==> src/rtl/stream_demux1t2_32_pkg.sv <==
// Shared definitions for the 1-to-2 stream demultiplexer: default word width,
// per-channel buffer depth, channel indices and the buffer occupancy encoding.
package stream_demux1t2_32_pkg;

    localparam int WIDTH_DEF  = 32;
    localparam int FIFO_DEPTH = 2;
    localparam int CH0        = 0;
    localparam int CH1        = 1;

    // Occupancy of a 2-entry channel buffer
    typedef enum logic [1:0] {
        OCC_EMPTY = 2'd0,
        OCC_ONE   = 2'd1,
        OCC_FULL  = 2'(FIFO_DEPTH)
    } occ_e;

endpackage

==> src/rtl/stream_demux1t2_32_fifo2.sv <==
// Two-entry FIFO used as the per-channel output buffer. The head entry drives
// the output directly, so a pushed word is visible the cycle after the push.
// When the FIFO drains, the head keeps the last word that left it.
module stream_demux1t2_32_fifo2
    import stream_demux1t2_32_pkg::*;
#(
    parameter int WIDTH = WIDTH_DEF
) (
    input  logic             clk,
    input  logic             rst,
    input  logic             i_push,
    input  logic             i_pop,
    input  logic [WIDTH-1:0] i_data,
    output logic             o_full,
    output logic             o_empty,
    output logic [WIDTH-1:0] o_data
);

    logic [WIDTH-1:0] r_head;
    logic [WIDTH-1:0] r_tail;
    occ_e             r_occ;
    logic             w_push;
    logic             w_pop;

    // Requests are only honoured when they make sense for the current fill level
    always_comb begin
        w_push  = i_push & (r_occ != OCC_FULL);
        w_pop   = i_pop & (r_occ != OCC_EMPTY);
        o_full  = (r_occ == OCC_FULL);
        o_empty = (r_occ == OCC_EMPTY);
        o_data  = r_head;
    end

    // Head/tail storage and occupancy; a push+pop at one entry replaces the head
    always_ff @(posedge clk) begin
        if (rst) begin
            r_head <= '0;
            r_tail <= '0;
            r_occ  <= OCC_EMPTY;
        end else begin
            case (r_occ)
                OCC_EMPTY: begin
                    if (w_push) begin
                        r_head <= i_data;
                        r_occ  <= OCC_ONE;
                    end
                end
                OCC_ONE: begin
                    case ({w_push, w_pop})
                        2'b10: begin
                            r_tail <= i_data;
                            r_occ  <= OCC_FULL;
                        end
                        2'b01: begin
                            r_occ <= OCC_EMPTY;
                        end
                        2'b11: begin
                            r_head <= i_data;
                        end
                        default: begin
                            r_occ <= OCC_ONE;
                        end
                    endcase
                end
                OCC_FULL: begin
                    if (w_pop) begin
                        r_head <= r_tail;
                        r_occ  <= OCC_ONE;
                    end
                end
                default: begin
                    r_occ <= OCC_EMPTY;
                end
            endcase
        end
    end

endmodule

==> src/rtl/stream_demux1t2_32.sv <==
// Registered 1-to-2 stream demultiplexer. Each accepted word is steered by its
// select bit into one of two independent 2-entry channel buffers, and a
// wrapping per-channel counter records how many words each channel received.
module stream_demux1t2_32
    import stream_demux1t2_32_pkg::*;
#(
    parameter int WIDTH = WIDTH_DEF,
    parameter int CNT_W = 16
) (
    input  logic             clk,
    input  logic             rst,
    input  logic [WIDTH-1:0] in_data,
    input  logic             in_sel,
    input  logic             in_valid,
    output logic             in_ready,
    output logic [WIDTH-1:0] o0_data,
    output logic             o0_valid,
    input  logic             o0_ready,
    output logic [WIDTH-1:0] o1_data,
    output logic             o1_valid,
    input  logic             o1_ready,
    output logic [CNT_W-1:0] cnt0,
    output logic [CNT_W-1:0] cnt1
);

    logic             w_full0;
    logic             w_full1;
    logic             w_empty0;
    logic             w_empty1;
    logic             w_toCh0;
    logic             w_push0;
    logic             w_push1;
    logic [CNT_W-1:0] r_cnt0;
    logic [CNT_W-1:0] r_cnt1;

    // Select decode and readiness; readiness looks only at the addressed buffer's fill
    always_comb begin
        w_toCh0  = (in_sel == 1'(CH0));
        in_ready = w_toCh0 ? ~w_full0 : ~w_full1;
        w_push0  = in_valid & in_ready & w_toCh0;
        w_push1  = in_valid & in_ready & ~w_toCh0;
        o0_valid = ~w_empty0;
        o1_valid = ~w_empty1;
        cnt0     = r_cnt0;
        cnt1     = r_cnt1;
    end

    // Routed-word counters advance on the same edge as the push they count
    always_ff @(posedge clk) begin
        if (rst) begin
            r_cnt0 <= '0;
            r_cnt1 <= '0;
        end else begin
            if (w_push0) begin
                r_cnt0 <= r_cnt0 + 1'b1;
            end
            if (w_push1) begin
                r_cnt1 <= r_cnt1 + 1'b1;
            end
        end
    end

    stream_demux1t2_32_fifo2 #(.WIDTH(WIDTH)) u_fifo0 (
        .clk     (clk),
        .rst     (rst),
        .i_push  (w_push0),
        .i_pop   (o0_ready),
        .i_data  (in_data),
        .o_full  (w_full0),
        .o_empty (w_empty0),
        .o_data  (o0_data)
    );

    stream_demux1t2_32_fifo2 #(.WIDTH(WIDTH)) u_fifo1 (
        .clk     (clk),
        .rst     (rst),
        .i_push  (w_push1),
        .i_pop   (o1_ready),
        .i_data  (in_data),
        .o_full  (w_full1),
        .o_empty (w_empty1),
        .o_data  (o1_data)
    );

endmodule

==> config.mk <==
export PLATFORM = sky130hd
export DESIGN_NAME = stream_demux1t2_32
export DESIGN_NICKNAME = d
export VERILOG_FILES = /design/src/rtl/stream_demux1t2_32_pkg.sv /design/src/rtl/stream_demux1t2_32_fifo2.sv /design/src/rtl/stream_demux1t2_32.sv
export SDC_FILE = /design/constraint.sdc
export NUM_CORES = 1
export LEC_CHECK = 0
export CAP_MARGIN = 20
export CELL_PAD_IN_SITES_DETAIL_PLACEMENT = 0
export CELL_PAD_IN_SITES_GLOBAL_PLACEMENT = 1
export CORE_MARGIN = 1
export CORE_UTILIZATION = 39
export CTS_BUF_LIST = sky130_fd_sc_hd__clkbuf_8
export DETAILED_ROUTE_END_ITERATION = 10
export GPL_TIMING_DRIVEN = 1
export PLACE_DENSITY = 0.86
export SYNTH_ARGS = -nofsm -noshare
export SYNTH_HDL_FRONTEND = slang
export SYNTH_SLANG_ARGS = --single-unit
==> constraint.sdc <==
create_clock -name clk -period 3.3 [get_ports clk]
set_input_delay 0.33 -clock clk [delete_from_list [all_inputs] [get_ports clk]]
set_output_delay 0.33 -clock clk [all_outputs]
set_load 0.02 [all_outputs]
==> flow_summary.json <==
{
  "status": "finished, final reports clean",
  "synth_area_leaders": "dfxtp_1 49%, nand2_1 12%, a21oi_1 6.3%",
  "syn_nets": 863,
  "synth.avg_cell_area_um2": 8.22,
  "die-area_mm2": 0.0178,
  "htreeDepth": 4,
  "fin_ws_ps": 909,
  "hold_slack_ps": 274,
  "nets": 969,
  "setup_viol": 0,
  "hpwl_um": 10600,
  "slowest_delay_ps": 640,
  "diodes": 0,
  "crit_slowest_cell": "clkdlybuf4s50_1",
  "syn_inst": 818,
  "path_cells": "nor2b_4 > buf_4 > a21oi_1 > clkdlybuf4s50_1",
  "grt_first_pass_wirelength_um": 27100,
  "place_congestion": 0.727,
  "mappedNetlistArea_mm2": 0.00672,
  "drv_slew": 0,
  "path_clk_slew_ps": 90,
  "ys_ff_latch": 164,
  "finalClockSkew_ps": 14.0,
  "vias_per_cell": 5.08,
  "die_x_um": 133,
  "crit_type": "flop to primary output",
  "root_buffer": "clkbuf_8",
  "finalWirelength_um": 16600,
  "ys_types": 41,
  "first_iter_violations": 325,
  "fmax_ghz": 0.418,
  "fp.dieH_um": 133,
  "portBuffers": 136,
  "cp_max_fo": 21,
  "cts_tree": "done",
  "yosysTopAreaCell": "dfxtp_1",
  "vdd_ir_drop_max_uv": 297,
  "fin_setup_tns_ps": 0,
  "max_cap_violations": 0,
  "drive_gt1_share_pct": 5.76,
  "slew_headroom_pct": 66.7,
  "async_flop_share_pct": 0,
  "cp.required_ps": 2970,
  "dr.pass1.iters": 7,
  "timing.final.crit_share_pct": 72.4,
  "clockBufferDepth": 2,
  "tightestPinTransition_ps": 499,
  "worstPathArrival_ps": 2060,
  "cts.sinks": 164,
  "core_area_mm2": 0.0167,
  "rsz0062_at_grt": "no",
  "grt_max_degree": 97,
  "p_per_area_mw_per_mm2": 469,
  "synthFlopType": "dfxtp_1",
  "avgRoutedWirePerCell_um": 14.4,
  "start_util_pct": 40.2,
  "clk_latency_ps": 460,
  "antenna_found_initial": 0,
  "ys_top_cells_by_count": "211 x nand2_1, 164 x dfxtp_1, 84 x a21oi_1",
  "pre_cts_ws_ps": 525,
  "period_minus_slack_ps": 2390,
  "grt_overflow": 0,
  "cts_inserted_buffers": 17,
  "grt_pass1_vias": 5313,
  "post_cts_buffers": 0,
  "hold_class": "input port to flop",
  "cts_hold_buf": 0,
  "synth_most_common_cell": "nand2_1",
  "yosysSeqAreaShare_pct": 48.8,
  "ant_nets": 0,
  "startpoint_type": "flop",
  "n_fill_cell": 1604,
  "route.detailed.drc": 0,
  "synth-edff-count": 0,
  "cts-resized-gates": 0,
  "vias": 5879,
  "synth_top_area_share_pct": 48.8,
  "rows": 47,
  "yosysWarnings": 0,
  "area_growth_pct": 28.7,
  "io_pins": 137,
  "end_kind": "primary output",
  "grtUsageTotal_pct": 19.1,
  "leakagePower_nw": 2.87,
  "finalHoldViolations": 0
}
==> layer usage <==
metal,up-vias,global-route usage (%),routed length [µm]
met5,-,0,0
met4,0,5.62,177
met2,125,30.4,7650
li1,3041,-,-
met3,12,5.25,825
met1,2701,25.2,7980
==> sequential cells by signal, summed over array words and instances (netlist names) <==
name and cells:
u_fifo1.r_tail 32, cnt0 16, u_fifo1.r_occ 2, u_fifo0.r_tail 32, cnt1 16, u_fifo1.o_data 32
u_fifo0.r_occ 2, u_fifo0.o_data 32
==> per-stage QoR <==
step	utilization [%]	power (W)	std cells	cell area (µm²)
floorplan	-	0.00246	818	6720
global placement	49.6	0.00272	1125	8280
detailed placement	49.6	0.00273	1125	8280
CTS	51.8	0.00411	1157	8650
global route	51.8	0.00425	1157	8650
finish	51.8	0.00406	1157	8650
==> path summary, 6_finish.rpt <==
| check | startpoint | endpoint | slack, ps | depth (start not counted) |
|---|---|---|---|---|
| setup / recovery | u_fifo1.r_occ[0] | in_ready | 910 | 4 |
| setup reg to reg | u_fifo0.r_occ[0] | u_fifo0.o_data[0] | 1100 | 9 |
| hold reg to reg | u_fifo1.r_tail[28] | u_fifo1.r_tail[28] | 460 | 2 |
| hold / removal | rst | u_fifo0.r_tail[11] | 270 | 2 |
==> report_power, final <==
part,internal (W),leakage [nW],switching (W)
Combinational,0.000254,1.34,0.000307
Sequential,0.00206,1.33,0.0000532
Clock,0.000622,0.194,0.000762
Total,0.00294,2.87,0.00112
==> layout make-up <==
class	instances	area [µm²]	area share (%)
flip-flops and latches	164	3280	37.9
multi-input cells	585	3180	36.8
repair buffers	150	1510	17.5
well taps	220	275	3.18
clock buffers	18	248	2.86
clock inverters	14	128	1.47
inverters	6	22.5	0.260
==> critical path: cells and delay by family, from the launching register on <==
kind | cells | cell delay, ps
AND/OR/NAND/NOR | 1 | 60
flip-flops | 1 | 440
buffers and inverters | 2 | 870
AO/OA/AOI/OAI | 1 | 250
==> cell usage in the layout (no fill, tap or decap), types with 15 or more instances in the layout <==
master           instances
clkdlybuf4s50_1        135
a211oi_1                32
mux2i_1                 32
dfxtp_1                164
nand2_1                211
clkbuf_8                18
or3_1                   15
a21oi_1                 84
nor2_1                  83
a311oi_1                32
==> cells by family (layout without fill, tap and decap cells) <==
group	count (synthesis)	in the layout	synth area share, %
compound gates	173	173	16.4
fa+ha+maj	7	7	1.30
mux	32	32	4.77
flops	164	164	48.8
buf+inv	69	188	4.08
xor+xnor	14	14	1.82
simple gates	359	359	22.7
(Power assumes the default switching activity.)
